==> config.mk <==
export PLATFORM = sky130hd
export DESIGN_NAME = axis_div_core
export DESIGN_NICKNAME = d
export VERILOG_FILES = /design/src/rtl/div_pkg.sv /design/src/rtl/div_operand_slot.sv /design/src/rtl/axis_div_core.sv
export SDC_FILE = /design/constraint.sdc
export NUM_CORES = 1
export LEC_CHECK = 0
export CORE_ASPECT_RATIO = 0.6
export CORE_MARGIN = 4
export CORE_UTILIZATION = 30
export CTS_BUF_LIST = sky130_fd_sc_hd__clkbuf_16
export CTS_CLUSTER_SIZE = 14
export DETAILED_ROUTE_END_ITERATION = 8
export PLACE_DENSITY = 0.53
export SETUP_SLACK_MARGIN = 0.4
export SYNTH_ARGS = -nofsm -noshare
export SYNTH_HDL_FRONTEND = slang
export SYNTH_SLANG_ARGS = --single-unit
==> constraint.sdc <==
create_clock -name aclk -period 8.8 [get_ports aclk]
set_clock_uncertainty 0.05 [all_clocks]
set_input_delay 0.88 -clock aclk [delete_from_list [all_inputs] [get_ports aclk]]
set_output_delay 0.88 -clock aclk [all_outputs]
set_load 0.005 [all_outputs]
==> src/rtl/div_pkg.sv <==
// Shared constants for the iterative restoring divider: one-hot state encodings,
// their bit indices, and the default operand width.
package div_pkg;
    localparam int DIV_W = 32;

    localparam logic [2:0] S_IDLE = 3'b001;
    localparam logic [2:0] S_CALC = 3'b010;
    localparam logic [2:0] S_FIX  = 3'b100;

    localparam int IDX_IDLE = 0;
    localparam int IDX_CALC = 1;
    localparam int IDX_FIX  = 2;
endpackage

==> src/rtl/div_operand_slot.sv <==
// One-deep AXI-Stream operand buffer. Presents either the held word or, when the
// slot is empty, the word firing this cycle so the consumer can start on the same edge.
module div_operand_slot
    import div_pkg::*;
#(
    parameter int WIDTH = DIV_W
) (
    input  logic             clk,
    input  logic             rst,
    input  logic             i_tvalid,
    output logic             o_tready,
    input  logic [WIDTH-1:0] i_tdata,
    input  logic             i_consume,
    output logic             o_avail,
    output logic [WIDTH-1:0] o_data
);
    logic             r_held;
    logic [WIDTH-1:0] r_data;
    logic             w_fire;

    assign o_tready = ~r_held & ~rst;
    assign w_fire   = i_tvalid & o_tready;
    assign o_avail  = r_held | w_fire;
    assign o_data   = r_held ? r_data : i_tdata;

    always_ff @(posedge clk or posedge rst) begin
        if (rst) begin
            r_held <= 1'b0;
            r_data <= '0;
        end else begin
            // A same-edge fire that is consumed immediately never needs to be held.
            if (i_consume)
                r_held <= 1'b0;
            else if (w_fire)
                r_held <= 1'b1;
            if (w_fire)
                r_data <= i_tdata;
        end
    end
endmodule

==> src/rtl/axis_div_core.sv <==
// Radix-2 restoring divider behind an AXI-Stream dividend/divisor/dout pinout.
// Works on magnitudes for WIDTH cycles, then applies the sign fix-up in one FIX cycle.
module axis_div_core
    import div_pkg::*;
#(
    parameter int WIDTH  = DIV_W,
    parameter bit SIGNED = 1'b1
) (
    input  logic               aclk,
    input  logic               reset,
    input  logic               s_axis_dividend_tvalid,
    output logic               s_axis_dividend_tready,
    input  logic [WIDTH-1:0]   s_axis_dividend_tdata,
    input  logic               s_axis_divisor_tvalid,
    output logic               s_axis_divisor_tready,
    input  logic [WIDTH-1:0]   s_axis_divisor_tdata,
    output logic               m_axis_dout_tvalid,
    output logic [2*WIDTH-1:0] m_axis_dout_tdata
);
    localparam int CNT_W = $clog2(WIDTH);
    localparam logic [CNT_W-1:0] CNT_LAST = CNT_W'(WIDTH - 1);

    // Index 0 is the dividend channel, index 1 the divisor channel.
    logic             w_tvalid [2];
    logic             w_tready [2];
    logic [WIDTH-1:0] w_tdata  [2];
    logic             w_avail  [2];
    logic [WIDTH-1:0] w_opnd   [2];
    logic             w_neg    [2];
    logic [WIDTH-1:0] w_mag    [2];

    logic [2:0]       r_state;
    logic [2:0]       w_state_next;
    logic             w_start;
    logic             w_step;
    logic             w_fix;

    logic [CNT_W-1:0] r_cnt;
    logic [WIDTH-1:0] r_rem;
    logic [WIDTH-1:0] r_quo;
    logic [WIDTH-1:0] r_div;
    logic             r_sign_q;
    logic             r_sign_r;
    logic             r_dz;
    logic             r_tvalid;
    logic [2*WIDTH-1:0] r_tdata;

    logic [WIDTH:0]   w_rem_shift;
    logic [WIDTH:0]   w_rem_diff;
    logic             w_ge;
    logic [WIDTH-1:0] w_quo_fix;
    logic [WIDTH-1:0] w_rem_fix;

    assign w_tvalid[0] = s_axis_dividend_tvalid;
    assign w_tvalid[1] = s_axis_divisor_tvalid;
    assign w_tdata[0]  = s_axis_dividend_tdata;
    assign w_tdata[1]  = s_axis_divisor_tdata;
    assign s_axis_dividend_tready = w_tready[0];
    assign s_axis_divisor_tready  = w_tready[1];

    generate
        for (genvar gi = 0; gi < 2; gi++) begin : g_chan
            div_operand_slot #(.WIDTH(WIDTH)) u_slot (
                .clk       (aclk),
                .rst       (reset),
                .i_tvalid  (w_tvalid[gi]),
                .o_tready  (w_tready[gi]),
                .i_tdata   (w_tdata[gi]),
                .i_consume (w_start),
                .o_avail   (w_avail[gi]),
                .o_data    (w_opnd[gi])
            );
            assign w_neg[gi] = SIGNED && w_opnd[gi][WIDTH-1];
            assign w_mag[gi] = w_neg[gi] ? -w_opnd[gi] : w_opnd[gi];
        end
    endgenerate

    always_ff @(posedge aclk or posedge reset) begin
        if (reset)
            r_state <= S_IDLE;
        else
            r_state <= w_state_next;
    end

    always_comb begin
        w_state_next = r_state;
        case (r_state)
            S_IDLE:  if (w_start) w_state_next = S_CALC;
            S_CALC:  if (r_cnt == CNT_LAST) w_state_next = S_FIX;
            S_FIX:   w_state_next = S_IDLE;
            default: w_state_next = S_IDLE;
        endcase
    end

    always_comb begin
        w_start = r_state[IDX_IDLE] & w_avail[0] & w_avail[1];
        w_step  = r_state[IDX_CALC];
        w_fix   = r_state[IDX_FIX];
    end

    // Compare is one bit wider than the operands so a full-scale divisor still works.
    assign w_rem_shift = {r_rem, r_quo[WIDTH-1]};
    assign w_rem_diff  = w_rem_shift - {1'b0, r_div};
    assign w_ge        = (w_rem_shift >= {1'b0, r_div});

    // With a zero divisor the remainder magnitude equals |dividend|, so its sign fix
    // alone reproduces the dividend; only the quotient needs forcing.
    assign w_quo_fix = r_dz ? '1 : (r_sign_q ? -r_quo : r_quo);
    assign w_rem_fix = r_sign_r ? -r_rem : r_rem;

    always_ff @(posedge aclk or posedge reset) begin
        if (reset) begin
            r_cnt    <= '0;
            r_rem    <= '0;
            r_quo    <= '0;
            r_div    <= '0;
            r_sign_q <= 1'b0;
            r_sign_r <= 1'b0;
            r_dz     <= 1'b0;
            r_tvalid <= 1'b0;
            r_tdata  <= '0;
        end else begin
            r_tvalid <= w_fix;
            if (w_start) begin
                r_cnt    <= '0;
                r_rem    <= '0;
                r_quo    <= w_mag[0];
                r_div    <= w_mag[1];
                r_sign_q <= w_neg[0] ^ w_neg[1];
                r_sign_r <= w_neg[0];
                r_dz     <= (w_opnd[1] == '0);
            end else if (w_step) begin
                r_cnt <= r_cnt + CNT_W'(1);
                r_rem <= w_ge ? w_rem_diff[WIDTH-1:0] : w_rem_shift[WIDTH-1:0];
                r_quo <= {r_quo[WIDTH-2:0], w_ge};
            end else if (w_fix) begin
                r_tdata <= {w_quo_fix, w_rem_fix};
            end
        end
    end

    assign m_axis_dout_tvalid = r_tvalid;
    assign m_axis_dout_tdata  = r_tdata;
endmodule
==> flow_metrics.py <==
metrics = {
    "status": {
        "status": "finished, final reports clean",
    },
    "setup_path": {
        "slowest_stage": "buf_4",
        "worstPathMaxFanout": 70,
        "crit_path_start_kind": "register",
        "worst-r2r-cell-count": 11,
        "reg2reg_slack_ns": 4.48,
        "cp.depth": 11,
        "crit_chain": "buf_4 -> mux2i_1 -> ha_1 -> o221ai_1 -> nor4_1 -> nand4_1 -> or3_1 -> o21ai_1 -> xor2_1 -> nand2_1 -> o21ai_1",
        "crit_start": "g_chan[0].u_slot.r_held$_DFFE_PP0P_",
        "cp.required_ns": 9.23,
        "r2r-start": "g_chan[0].u_slot.r_held$_DFFE_PP0P_",
        "max_stage_delay_ns": 0.67,
        "crit_arrival_ns": 4.75,
        "end_kind": "register",
        "critical_path_buf_inv_count": 1,
        "cp_top_family": "simple AND/OR/NAND/NOR gates",
        "path_class": "register to register",
        "critPathMostFrequentCell": "o21ai_1",
    },
    "logic_synthesis": {
        "ys_top_cells_by_area": "dfrtp_1 (40%), mux2i_1 (7.4%), xor2_1 (5.4%)",
        "synth.distinct_cells": 66,
        "ys_seq_area_share_pct": 40.2,
        "synthesis.nets": 1726,
        "ys_top_cells_by_count": "dfrtp_1 (237), nand2_1 (196), o21ai_1 (124), mux2i_1 (110), nor2_1 (105)",
        "syn-cell-area_mm2": 0.0148,
        "yosysWarnings": 0,
        "syn_avg_cell_area_um2": 9.15,
        "async_reset_ff_share_pct": 100,
        "yosysMostFrequentCell": "dfrtp_1",
        "yosys_most_used_dff": "dfrtp_1",
        "synth_cells": 1619,
        "synth_edf_count": 0,
        "synth.largest_area_cell": "dfrtp_1",
        "yosys.area.top_type_share_pct": 40.0,
        "synth-seq-cells": 238,
    },
    "finish": {
        "finalNetCount": 1810,
        "final_core_util_pct": 36.4,
        "syn_to_final_growth_pct": 18.7,
        "drive_gt1_share_pct": 8.07,
        "n_antenna_cell": 0,
        "nFillCells": 4910,
    },
    "floorplanning": {
        "num_io_pins": 135,
        "die-height_um": 180,
        "die_width_um": 295,
        "core_area_mm2": 0.0483,
        "dieArea_mm2": 0.0531,
        "start_util_pct": 30.6,
        "row_count": 62,
    },
    "worst_hold_path": {
        "min_delay_path_depth": 2,
        "hp-start": "m_axis_dout_tdata[32]$_DFFE_PP0P_",
        "worstHoldPathType": "register to register",
    },
    "sta": {
        "finalSetupViolCount": 0,
        "rsz0062_at_grt": "no",
        "final.setup.worst_slack_ns": 4.48,
        "worst_slew_pin_slew_ns": 1.11,
        "relSlewSlack_pct": 24.2,
        "slew_viol_final": 0,
        "setup_tns_ns": 0,
        "max_freq_mhz": 232,
        "fin_hold_ws_ns": 0.422,
        "min_period_ns": 4.32,
        "hold_viol_final": 0,
        "min_period_over_period_pct": 49.1,
    },
    "clock_tree": {
        "cts_hold_buf": 0,
        "clockBufferDepth": 3,
        "clk_pin_slew_worst_paths_ns": 0.06,
        "clkSinkCount": 238,
        "clock_tree.root_cell": "clkbuf_16",
        "insertion_delay_ns": 0.56,
        "cts_resized": 0,
        "postCtsSetupRepairBufs": 0,
        "htree_levels": 1,
        "cts_tree": "yes",
        "cts_buffers": 27,
    },
    "detailed_routing": {
        "wirelength_um": 42900,
        "drtIter0Drc": 912,
        "vias": 11900,
        "drtPass1Iterations": 5,
        "ant_nets": 0,
        "vias_per_cell": 5.03,
        "drc": 0,
        "drt-wirelength-per-cell_um": 18.2,
    },
    "power": {
        "leakagePower_nw": 7.32,
        "ir_drop_mv": 0.160,
        "power_mw": 6.88,
        "power.density_mw_per_mm2": 391,
    },
    "placement": {
        "dp_slack_ns": 3.99,
        "hpwlAfterDp_um": 32300,
        "io_buffers": 134,
        "gp_congestion": 0.886,
    },
    "global_routing": {
        "grt_max_degree": 130,
        "grt_use_total_pct": 15.7,
        "globalRouteOverflowTotal": 0,
        "grt_pass1_wl_um": 66500,
        "antenna_found_initial": 2,
        "first_global_vias": 11100,
    },
    "flow_run": {
        "drv_cap": 0,
    },
}
[worst min-delay path, stage by stage (launching register included)]
cell and delay [ns]:
dfrtp_1 0.34, nand2_1 0.05, nand2_1 0.05
[state kept, by name, summed over array words and instances (netlist names)]
register / flops
m_axis_dout_tvalid: 1
r_cnt: 5
r_quo: 32
g_chan.u_slot.r_data: 64
r_sign_r: 1
m_axis_dout_tdata: 64
r_sign_q: 1
r_rem: 32
g_chan.u_slot.r_held: 2
r_div: 32
r_state: 3
r_dz: 1
[cell families (layout without fill, tap and decap cells)]
| kind of cell | count (synthesis) | in the layout | share of synthesized area (%) |
|---|---|---|---|
| simple gates | 469 | 469 | 14.8 |
| compound gates | 410 | 410 | 16.6 |
| flops | 238 | 238 | 40.2 |
| mux | 183 | 183 | 13.0 |
| xor+xnor | 144 | 144 | 8.52 |
| buf+inv | 136 | 239 | 3.59 |
| fa+ha+maj | 39 | 39 | 3.35 |
[worst paths after layout]
kind                                                      endpoint
min in group asynchronous  g_chan[0].u_slot.r_data[31]$_DFFE_PP0P_
max                                          r_quo[30]$_DFFE_PP0P_
max reg2reg                                  r_quo[30]$_DFFE_PP0P_
min                              m_axis_dout_tdata[32]$_DFFE_PP0P_
min reg2reg                      m_axis_dout_tdata[32]$_DFFE_PP0P_
max in group asynchronous  g_chan[0].u_slot.r_data[16]$_DFFE_PP0P_
[where the power goes]
| part | total [mW] | internal (mW) | leakage, nW | switching [mW] |
|---|---|---|---|---|
| registers | 1.98 | 1.47 | 3.03 | 0.506 |
| clock network | 1.10 | 0.641 | 0.433 | 0.463 |
| logic | 3.80 | 1.58 | 3.86 | 2.22 |
| total | 6.88 | 3.69 | 7.32 | 3.19 |
[placed cells by master (no fill, tap or decap), types with 37 or more instances in the layout]
cell type	count
a21oi_1	91
clkdlybuf4s50_1	134
dfrtp_1	234
ha_1	38
inv_1	47
mux2_2	70
mux2i_1	109
nand2_1	195
nor2_1	104
nor3_1	37
o21ai_0	61
o21ai_1	124
xnor2_1	52
xor2_1	92
[per-stage QoR]
| step | cells | area [um^2] |
|---|---|---|
| 3_5_place_dp | 2314 | 16700 |
| 5_1_grt | 2362 | 17600 |
| 4_1_cts | 2362 | 17600 |
| 6_report | 2362 | 17600 |
| 3_3_place_gp | 2314 | 16700 |
| 2_1_floorplan | 1619 | 14800 |
[metal layers]
metal  up-vias  global-route usage, %  share of wire (%)
li1       5898                      -                  -
met1      5650                   27.7                 57
met2       279                   18.3                 34
met3        45                   3.19                6.6
met4         4                   2.69                1.6
met5         -                      0              0.049
[final cells by class]
type	instances	area [um^2]	share of cell area (%)
Inverter	44	173	0.982
Timing Repair Buffer	147	1440	8.19
Clock buffer	27	676	3.84
Multi-Input combinational cell	1245	8350	47.5
Tap cell	640	801	4.56
Clock inverter	21	173	0.982
Sequential cell	238	5960	33.9
(Power assumes the default switching activity.)
